### src/rtl/seq_booth_mult.sv
// Multi-cycle radix-2 Booth multiplier. Operands are widened by one bit so signed and unsigned
// inputs share a single signed core; the product and overflow flag are held until the next result.
module seq_booth_mult #(
    parameter int WIDTH = 32
) (
    input  logic                 clk,
    input  logic                 reset,
    input  logic                 en,
    input  logic                 start,
    input  logic                 is_signed,
    input  logic [WIDTH-1:0]     a,
    input  logic [WIDTH-1:0]     b,
    output logic                 busy,
    output logic                 done,
    output logic [2*WIDTH-1:0]   product,
    output logic                 overflow,
    output logic [1:0]           dbg_state
);
    localparam int CW = $clog2(WIDTH + 1);

    // Handshake: start is accepted only on an en=1 edge in IDLE; busy covers the whole run and
    // done is a single pulse that persists across en=0 cycles until the next en=1 edge.
    typedef enum logic [1:0] {
        IDLE = 2'd0,
        RUN  = 2'd1,
        DONE = 2'd2
    } state_t;

    state_t               state_q, state_d;
    logic [WIDTH+1:0]     m_q, m_d;
    logic [WIDTH+1:0]     acc_q, acc_d;
    logic [WIDTH:0]       mq_q, mq_d;
    logic                 qm1_q, qm1_d;
    logic [CW-1:0]        cnt_q, cnt_d;
    logic                 sgn_q, sgn_d;
    logic                 busy_q, busy_d;
    logic                 done_q, done_d;
    logic [2*WIDTH-1:0]   prod_q, prod_d;
    logic                 ovf_q, ovf_d;

    logic [WIDTH+1:0]     sum;
    logic [2*WIDTH-1:0]   prod_next;
    logic                 hi_ones, hi_zeros;

    always_comb begin
        state_d = state_q;
        m_d     = m_q;
        acc_d   = acc_q;
        mq_d    = mq_q;
        qm1_d   = qm1_q;
        cnt_d   = cnt_q;
        sgn_d   = sgn_q;
        busy_d  = busy_q;
        done_d  = done_q;
        prod_d  = prod_q;
        ovf_d   = ovf_q;

        sum = acc_q;
        case ({mq_q[0], qm1_q})
            2'b01:   sum = acc_q + m_q;
            2'b10:   sum = acc_q - m_q;
            default: sum = acc_q;
        endcase

        // Low 2*WIDTH bits of the shifted {A,Q}: A[WIDTH-2:0] comes from sum[WIDTH-1:1].
        prod_next = {sum[WIDTH-1:0], mq_q[WIDTH:1]};
        hi_ones   = &prod_next[2*WIDTH-1:WIDTH-1];
        hi_zeros  = ~|prod_next[2*WIDTH-1:WIDTH-1];

        case (state_q)
            IDLE: begin
                if (start) begin
                    m_d     = {{2{is_signed & a[WIDTH-1]}}, a};
                    mq_d    = {is_signed & b[WIDTH-1], b};
                    acc_d   = '0;
                    qm1_d   = 1'b0;
                    cnt_d   = '0;
                    sgn_d   = is_signed;
                    busy_d  = 1'b1;
                    state_d = RUN;
                end
            end
            RUN: begin
                acc_d = {sum[WIDTH+1], sum[WIDTH+1:1]};
                mq_d  = {sum[0], mq_q[WIDTH:1]};
                qm1_d = mq_q[0];
                cnt_d = cnt_q + CW'(1);
                if (cnt_q == CW'(WIDTH)) begin
                    prod_d  = prod_next;
                    ovf_d   = sgn_q ? !(hi_ones || hi_zeros) : (|prod_next[2*WIDTH-1:WIDTH]);
                    done_d  = 1'b1;
                    busy_d  = 1'b0;
                    state_d = DONE;
                end
            end
            DONE: begin
                done_d  = 1'b0;
                state_d = IDLE;
            end
            default: begin
                busy_d  = 1'b0;
                done_d  = 1'b0;
                state_d = IDLE;
            end
        endcase
    end

    always_ff @(posedge clk) begin
        if (!reset) begin
            state_q <= IDLE;
            m_q     <= '0;
            acc_q   <= '0;
            mq_q    <= '0;
            qm1_q   <= 1'b0;
            cnt_q   <= '0;
            sgn_q   <= 1'b0;
            busy_q  <= 1'b0;
            done_q  <= 1'b0;
            prod_q  <= '0;
            ovf_q   <= 1'b0;
        end else if (en) begin
            state_q <= state_d;
            m_q     <= m_d;
            acc_q   <= acc_d;
            mq_q    <= mq_d;
            qm1_q   <= qm1_d;
            cnt_q   <= cnt_d;
            sgn_q   <= sgn_d;
            busy_q  <= busy_d;
            done_q  <= done_d;
            prod_q  <= prod_d;
            ovf_q   <= ovf_d;
        end
    end

    assign busy      = busy_q;
    assign done      = done_q;
    assign product   = prod_q;
    assign overflow  = ovf_q;
    assign dbg_state = state_q;

endmodule

### config.mk
export PLATFORM = sky130hd
export DESIGN_NAME = seq_booth_mult
export DESIGN_NICKNAME = d
export VERILOG_FILES = /design/src/rtl/seq_booth_mult.sv
export SDC_FILE = /design/constraint.sdc
export NUM_CORES = 1
export LEC_CHECK = 0
export CORE_MARGIN = 2
export CORE_UTILIZATION = 56
export CTS_CLUSTER_SIZE = 40
export DETAILED_ROUTE_END_ITERATION = 6
export GPL_TIMING_DRIVEN = 0
export HOLD_SLACK_MARGIN = 0.1
export PLACE_DENSITY = 0.87
export SYNTH_ARGS = -nofsm -noshare
export SYNTH_HDL_FRONTEND = slang
export SYNTH_SLANG_ARGS = --single-unit
### constraint.sdc
create_clock -name clk -period 11.2 [get_ports clk]
set_clock_uncertainty 0.1 [all_clocks]
set_input_delay 2.24 -clock clk [delete_from_list [all_inputs] [get_ports clk]]
set_output_delay 2.24 -clock clk [all_outputs]
set_load 0.02 [all_outputs]
Yosys cells after proc, flatten, opt, wreduce, memory -nomap -nowiden
Index checks and enable logic that the tools add are counted.
{"block": "totals", "regBits": 177, "out_inout_bits": 69, "word_cells": 57, "input_bits": 69}
{"block": "classes", "add_sub_neg": 3, "bitwise": 4, "n_eq_ne": 7, "muxes": 18, "n_reduce_logical": 14}
{"operator": "$pmux 34 s2", "count": 2}
{"operator": "$pmux 33 s2", "count": 1}
{"operator": "$add 34x34->34", "count": 1}
{"operator": "$mux 34", "count": 1}
{"operator": "$sub 34x34->34", "count": 1}
{"operator": "$mux 33", "count": 1}
{"operator": "$reduce_and 33->1", "count": 1}
{"operator": "$reduce_or 33->1", "count": 1}
{"operator": "$reduce_or 32->1", "count": 1}
{"operator": "$reduce_and 3->1", "count": 5}
{"operator": "$pmux 6 s2", "count": 1}
{"operator": "$add 6x1->6 const B", "count": 1}
{"operator": "$eq 6x6->1 const B", "count": 1}
{"operator": "$mux 6", "count": 1}
{"operator": "$mux 1", "count": 5}
{"operator": "$eq 2x1->1 const B", "count": 2}
{"operator": "$eq 2x2->1 const B", "count": 2}
{"operator": "$mux 2", "count": 2}
{"operator": "$ne 2x2->1 const B", "count": 2}
{"operator": "$pmux 1 s2", "count": 2}
{"operator": "$pmux 2 s2", "count": 1}
{"operator": "$reduce_and 4->1", "count": 1}
{"operator": "$pmux 1 s3", "count": 1}
{"operator": "$and 1x1->1", "count": 2}
{"operator": "other kinds (5)", "count": 7}

Longest topological paths before layout
Gate-level depths: netlist of run 1.
{"block": "depth", "word_depth": 7, "depth_mapped": 21}

Worst setup path before layout of run 1
No wires, ideal clock.
{"block": "synth_path", "kind": "reg-to-reg", "startpoint": "register m_q[0]", "endpoint": "register ovf_q (netlist: overflow)", "path_stages_with_launch": 22, "arrival_time_ns": 4.479, "setup_ns": 0.095, "required_time_ns": 11.005, "path_slack_ns": 6.526, "path_cell_list": "dfxtp_1 inv_1 ha_1 nand2_1 nor3_1 and2_1 nand2_1 nor4b_1 and2_1 nor2_1 xnor2_1 ha_1 a21o_1 o21bai_1 or4_1 nor3_2 nor4b_1 o31a_1 o31ai_1 nand3_1 a41o_1 o311ai_1"}
{"block": "synth_via", "elab_chain_len": 7}
{"item": "start, declared", "line_no": "30", "source": "logic [WIDTH+1:0] m_q, m_d;"}
{"item": "start signal, assigned", "line_no": "123", "source": "m_q <= m_d;"}
{"item": "$sub 34x34->34 / $add 34x34->34 (equally long branches)", "line_no": "61, 60"}
{"item": "$pmux 34 s2 (*)", "line_no": "59", "source": "case ({mq_q[0], qm1_q})"}
{"item": "$reduce_or 33->1", "line_no": "68", "source": "hi_zeros = ~|prod_next[2*WIDTH-1:WIDTH-1];"}
{"item": "$logic_not 1->1", "line_no": "68"}
{"item": "$logic_or 1x1->1", "line_no": "90", "source": "ovf_d = sgn_q ? !(hi_ones || hi_zeros) : (|prod_next[2*WIDTH-1:WIDTH]);"}
{"item": "$logic_not 1->1", "line_no": "90"}
{"item": "$mux 1 (*)", "line_no": "90"}
{"item": "end signal, assigned", "line_no": "132", "source": "ovf_q <= ovf_d;"}
{"item": "end, declared", "line_no": "39", "source": "logic ovf_q, ovf_d;"}
Every way passes the cells marked *; elsewhere a longest branch is shown, timed or not.
A chain may end at the register's enable or synchronous reset.

Worst setup path in the final report of run 1
Same ends and word-level chain as after synthesis.

==> out/results.txt, run 1 <==
Remaining Overflow, GRT = 0
Most used DFF post-synth = dfxtp_1
Failing checks = DRC
Global-route wire length before repair = 51300 um
DIE AREA = 19240 sq um
Core Rows = 49
Post-synth top area cell = dfxtp_1
Sequential element share of the synthesized area = 34.68%
Post-synthesis mux area share = 3.793%
Tot GR Track Use = 33.04%
Reg2Reg Depth = 21
Yosys reg bits = 176
Synthesis warning total = 0
Syn_nets = 1376
Max Fclk = 161.6 MHz
Pwr dens = 134.7 nW/um^2
Via density = 6.181
Cell depth of the worst setup path = 21
Final worst path period share = 55.27%
Adder-cell share of the synthesized area = 4.753%
Final Slew Violations = 0
HP Class = reg2reg
Clock Path Buffers = 2
IO Pins = 138
Hold depth = 2
Initial Util = 56.76%
Worst-case vdd ir drop = 136.5 uV
Via count = 10300
Synth Area in Simple Gates = 24.48%
GP Congestion = 0.9919
Drt total wl = 32210 um
CP Data Arrival Time = 6.45 ns
Status = complete, but fails checks
Post-cts sizing count = 0
Worst hold margin = 0.3668 ns
Largest net degree at the start of global routing = 23
Post-synthesis xor/xnor area fraction = 3.879%
Crit-path max cell delay = 0.68 ns
Ant. Diodes = 0
Final-stage net count = 1531
Post-synthesis compound-gate area fraction = 24.41%
Mean Syn Cell Area = 8.007 sq um
Worst path cell trace = inv_1, ha_1, nand2_1, nor3_1, and2_1, nand2_1, nor4b_1, and2_1, nor2_1, xnor2_1, ha_1, a21o_1, o21bai_1, or4_1, nor3_2, nor4b_1, o31a_1, o31ai_1, nand3_1, a41o_1, o311ai_1
Clk_lat worst skew = 0.45 ns
Critical path's slowest cell = nor4b_1
Die Height = 138.7 um
Crit path required time = 11.46 ns
Num CTS Buffers = 17
Async SR Flop Fraction = 0%
CTS clk-pin slew, worst paths = 0.09 ns
Synth Cell Area = 10160 sq um
Horiz. Die Dim = 138.7 um
P&R area growth vs syn = 22.56%
Per-cell routed wire length = 19.34 um
Most common cell in the netlist = nand2_1
Synth cell types = 75
EDFF count, synth = 0
Most frequent cells after synthesis = nand2_1 (248), dfxtp_1 (176), nor2_1 (80)
Leak = 5.074 nW
Hold Vio Cnt, Final = 0
Initial antenna violation count = 0
H-Tree Depth = 4
Largest family of logic cells by synthesized area = simple AND/OR/NAND/NOR gates
PortBufs = 136
Vias in the first global route = 9865
Clock sink total = 176
Crit Path Class = reg2reg
Max_cap viols = 0
Synth Instances = 1269
DR iter-0 viols = 1106
ANT nets after route = 0
Core area = 17900 sq um
CTS root buf = clkbuf_16
Yosys top cell area share = 34.68%
Setup bufs post-CTS = 0
Post-layout min period = 6.190 ns
Layout cell share with drive strength beyond 1 = 3.549%
Slew HR = 30.02%
DRT Pass-1 Iters = 7
Worst slew pin tran = 1.042 ns
RSZ-0062 raised after global routing = false
Crit-path max FO = 6
Setup TNS = 0 ns
Final setup vio count = 0
Worst path buffer plus inverter count = 1
Cell family with most CP delay = simple AND/OR/NAND/NOR gates
Top post-synthesis cells by area = dfxtp_1 (35%), nand2_1 (9.2%), a21boi_0 (5.0%)
# DRC = 17
Setup crit end kind = register
Hold bufs inserted after CTS = 0
Setup crit start kind = register
CTS tree = yes
Hpwl dp = 24100 um
==> worst min-delay path, stage by stage (launching register included) <==
cell,delay [ns]
dfxtp_1,0.32
nand2_1,0.04
a21boi_0,0.06
==> final timing paths <==
kind / from / slack [ns] / to
hold reg to reg: product[16] / 0.37 / product[16]
setup / recovery: m_q[0] / 5.01 / overflow
setup reg to reg: m_q[0] / 5.01 / overflow
hold / removal: product[16] / 0.37 / product[16]
==> area by class of cell <==
class | count | area [sq um]
timing repair buffer | 136 | 1361
clock inverter | 15 | 219.0
buffer | 79 | 306.5
multi-input combinational | 987 | 6230
tap | 229 | 286.5
fill | 1453 | 5449
inverter | 27 | 101.3
clock buffer | 17 | 425.4
sequential | 176 | 3523
==> kinds of logic (layout without fill, tap and decap cells) <==
kind of cell               after synthesis  in the layout
and+or+nand+nor                        527            527
AOI/OAI and AO/OA                      339            339
DFF                                    176            176
buffers and inverters                  106            274
xor gates and xnor gates                45             45
adders and majority gates               38             38
muxes                                   38             38
==> where the power goes <==
part / switching [mW] / internal, mW
Sequential: 0.0172 / 0.642
Clock: 0.330 / 0.315
Combinational: 0.223 / 0.151
==> layout by cell type, fill, tap and decap left out, types with 7 or more instances in the layout <==
| master | synthesis | final |
|---|---|---|
| nand2_1 | 248 | 248 |
| dfxtp_1 | 176 | 176 |
| clkdlybuf4s50_1 | 0 | 136 |
| nor2_1 | 80 | 80 |
| clkbuf_1 | 74 | 74 |
| a21boi_0 | 68 | 68 |
| a21oi_1 | 61 | 61 |
| o21ai_0 | 45 | 45 |
| o211a_1 | 45 | 45 |
| nor2b_1 | 37 | 37 |
| ha_1 | 37 | 37 |
| xnor2_1 | 36 | 36 |
| mux2i_1 | 34 | 34 |
| and2_1 | 29 | 29 |
| inv_1 | 27 | 27 |
| nand3_1 | 24 | 24 |
| nor3_1 | 22 | 22 |
| a22oi_1 | 18 | 18 |
| clkbuf_16 | 0 | 17 |
| nor4_1 | 14 | 14 |
| nand4_1 | 14 | 14 |
| a21o_1 | 12 | 12 |
| nor3b_1 | 11 | 11 |
| a222oi_1 | 10 | 10 |
| xor2_1 | 9 | 9 |
| a31oi_1 | 8 | 8 |
| and3_1 | 8 | 8 |
| or4_1 | 7 | 7 |
| o21bai_1 | 7 | 7 |
| or3_1 | 7 | 7 |
| o22ai_1 | 7 | 7 |
==> layer usage <==
metal	share of wire (%)	GRT usage, %	vias to the layer above
met2	46	54.77	509
met4	4.7	13.45	0
li1	-	-	4836
met3	8.1	6.043	107
met1	41	42.78	4846
met5	0	0	-
==> through the flow <==
stage               instances  util [%]  instance area [sq um]  total power [mW]  setup WS (ns)
floorplan                1269         -                  10160            0.9302          6.526
global placement         1634     65.96                  11810             1.033          5.260
detailed placement       1634     65.96                  11810             1.038          5.227
CTS                      1666     69.56                  12450             1.669          5.174
global route             1666     69.56                  12450             1.741          4.667
finish                   1666     69.56                  12450             1.678          5.010
==> flip-flops by register name (all words and copies together), names as in the netlist <==
| register | cells |
|---|---|
| busy | 1 |
| acc_q | 33 |
| dbg_state | 2 |
| mq_q | 33 |
| m_q | 33 |
| cnt_q | 6 |
| qm1_q | 1 |
| sgn_q | 1 |
| product | 64 |
| done | 1 |
| overflow | 1 |
Power figures use the tool's default switching activity.
==> inputs of run 2 (changes only) <==
==> constraint.sdc (replaced) <==
create_clock -name clk -period 6.1 [get_ports clk]
set_clock_uncertainty 0.1 [all_clocks]
set_input_delay 1.22 -clock clk [delete_from_list [all_inputs] [get_ports clk]]
set_output_delay 1.22 -clock clk [all_outputs]
set_load 0.02 [all_outputs]
==> out/results.txt, run 2 (same netlist as run 1, synthesis figures left out) <==
Status = complete, but fails checks
Failing checks = DRC
Layout cell share with drive strength beyond 1 = 3.688% (+0.14 points)
Cell family with most CP delay = compound AO/OA/AOI/OAI gates
Ant. Diodes = 0 (unchanged)
Max_cap viols = 0 (unchanged)
Remaining Overflow, GRT = 0 (unchanged)
Horiz. Die Dim = 138.7 um (unchanged)
R2r endpoint = overflow
Crit path required time = 6.32 ns (-5.14 ns)
H-Tree Depth = 4 (unchanged)
Setup crit start kind = register
Reg power frac = 39.3% (about the same)
DR iter-0 viols = 1102 (-0.36%)
Worst path cell trace = ha_1, clkbuf_1, clkbuf_1, nor2_1, xnor2_1, ha_1, buf_2, a21o_1, a211o_1, a221oi_4, o2111ai_1, a311oi_1, mux2i_1, nand3_1, a2111oi_0, and4_1, o311ai_1
Highest routed metal layer = met4
Hpwl dp = 24100 um (unchanged)
Met2 routed WL = 14950 um (+1.2%)
HP Class = reg2reg
Critical path's slowest cell = clkbuf_1
Register area = 3523 sq um (unchanged)
Setup crit end kind = register
Crit Path Class = reg2reg
Met1 Routed Length = 13300 um (-0.26%)
DIE AREA = 19240 sq um (unchanged)
PortBufs = 136 (unchanged)
Met3 WL = 2630 um (+1.3%)
Comb pwr share = 22.4% (about the same)
Drt total wl = 32280 um (+0.19%)
Multi-input logic area = 6241 sq um (+0.18%)
Final Slew Violations = 0 (unchanged)
Die Height = 138.7 um (unchanged)
Cell depth of the worst setup path = 17 (-19%)
Psw = 1.047 mW (+84%)
Setup bufs post-CTS = 0 (unchanged)
Via count = 10350 (+0.53%)
Via density = 6.214 (+0.53%)
# fillers = 1450 (-0.21%)
Critical Path Sink = overflow
Largest net degree at the start of global routing = 23 (unchanged)
Setup TNS = 0 ns (unchanged)
Vias in the first global route = 9865 (unchanged)
Final setup vio count = 0 (unchanged)
CTS clk-pin slew, worst paths = 0.09 ns (about the same)
Clock sink total = 176 (unchanged)
Max FFs per register = 64 (unchanged)
Max Fclk = 169.8 MHz (+5.1%)
Pwr dens = 247.3 nW/um^2 (+84%)
Critical Path Source = mq_q[0]
P&R area growth vs syn = 22.67% (about the same)
# DRC = 11 (-6)
Worst path buffer plus inverter count = 3 (+2)
Most frequent cells in the layout = nand2_1 (248), dfxtp_1 (176), clkdlybuf4s50_1 (136)
Core area = 17900 sq um (unchanged)
Dpl cell area = 11810 sq um (unchanged)
Worst-case vdd ir drop = 252.9 uV (+85%)
ANT nets after route = 0 (unchanged)
Reg2Reg Setup Slack = 0.21 ns (-4.80 ns)
Clock Path Buffers = 2 (unchanged)
CTS tree = yes
Pint = 2.035 mW (+84%)
Final-stage net count = 1531 (unchanged)
Post-layout min period = 5.888 ns (-0.3022 ns)
GP Congestion = 0.9919 (unchanged)
Tot GR Track Use = 33.04% (unchanged)
Clk_lat worst skew = 0.45 ns (about the same)
Initial Util = 56.76% (unchanged)
Worst slew pin tran = 1.033 ns (-0.008874 ns)
CP Data Arrival Time = 6.11 ns (-0.34 ns)
Clock share of power = 38.3% (about the same)
Most common cell after layout, fill and taps aside = nand2_1
Crit-path max FO = 10 (+4)
Switch share = 33.98% (about the same)
Post-layout instance area = 12460 sq um (about the same)
Initial antenna violation count = 0 (unchanged)
Per-cell routed wire length = 19.37 um (+0.19%)
Final worst path period share = 96.52% (+41 points)
RSZ-0062 raised after global routing = false
Crit-path max cell delay = 0.73 ns (+0.05 ns)
Leak = 5.079 nW (about the same)
Global-route wire length before repair = 51300 um (unchanged)
IO Pins = 138 (unchanged)
Num CTS Buffers = 17 (unchanged)
CTS root buf = clkbuf_16
DRT Pass-1 Iters = 7 (unchanged)
Reg2Reg Launch Point = mq_q[0]
Hold Vio Cnt, Final = 0 (unchanged)
Slew HR = 30.62% (+0.60 points)
Reg2Reg Depth = 17 (-19%)
Core Rows = 49 (unchanged)
==> run 2: cell counts in the layout (fill, tap and decap cells not counted) <==
Identical to the previous run, type by type.
==> run 2: area by class of cell <==
cell class	count	share of cell area, %
flip-flops and latches	176	28.27
repair buffers	136	10.92
clock inverters	15	1.757
multi-input cells	987	50.07
plain buffers	79	2.459
inverters	27	0.8131
clock buffers	17	3.413
well taps	229	2.299
==> run 2: what timing repair did <==
item | CTS | global route
setup endpoints to repair | 0 | 3
hold buffers | 0 | 0
endpoints found under the hold margin | 0 | 0
resized for setup | 0 | 2
==> run 2: worst min path at each step <==
stage,start,endpoint,slack (ns),cells past startpoint
after floorplan,sgn_q,sgn_q,0.34,2
after global placement,product[22],product[22],0.35,2
after detailed placement,product[16],product[16],0.36,2
after CTS,product[16],product[16],0.37,2
after global routing,product[5],product[5],0.38,2
final,product[16],product[16],0.37,2
==> run 2: worst register-to-register path: stages, from the launching register on <==
cell and delay [ns]:
dfxtp_1 0.43, ha_1 0.17, clkbuf_1 0.41, clkbuf_1 0.73, nor2_1 0.15, xnor2_1 0.22
ha_1 0.25, buf_2 0.16, a21o_1 0.24, a211o_1 0.34, a221oi_4 0.51, o2111ai_1 0.22
a311oi_1 0.58, mux2i_1 0.36, nand3_1 0.11, a2111oi_0 0.40, and4_1 0.28, o311ai_1 0.10
==> run 2: layer usage <==
| metal | up-vias | global-route usage [%] |
|---|---|---|
| met4 | 0 | 13.45 |
| met5 | - | 0 |
| li1 | 4833 | - |
| met1 | 4901 | 42.78 |
| met3 | 107 | 6.043 |
| met2 | 512 | 54.77 |
==> run 2: power groups by stage <==
stage / Sequential, mW / Combinational (mW) / Clock, mW
floorplan: 1.23 / 0.478 / 0
finish: 1.21 / 0.690 / 1.18
detailed placement: 1.24 / 0.669 / 0
CTS: 1.21 / 0.675 / 1.18
global route: 1.22 / 0.752 / 1.23
global placement: 1.24 / 0.661 / 0
==> run 2: through the flow <==
stage	utilization [%]	setup slack (ns)	hold WS, ns	std cells	power [mW]
after floorplan	-	1.426	0.3437	1269	1.708
after global placement	65.96	0.1605	0.3528	1634	1.896
after detailed placement	65.96	0.1269	0.3564	1634	1.906
after CTS	69.56	0.07356	0.3690	1666	3.065
after global routing	69.63	0.005046	0.3847	1666	3.198
final	69.63	0.2124	0.3667	1666	3.082
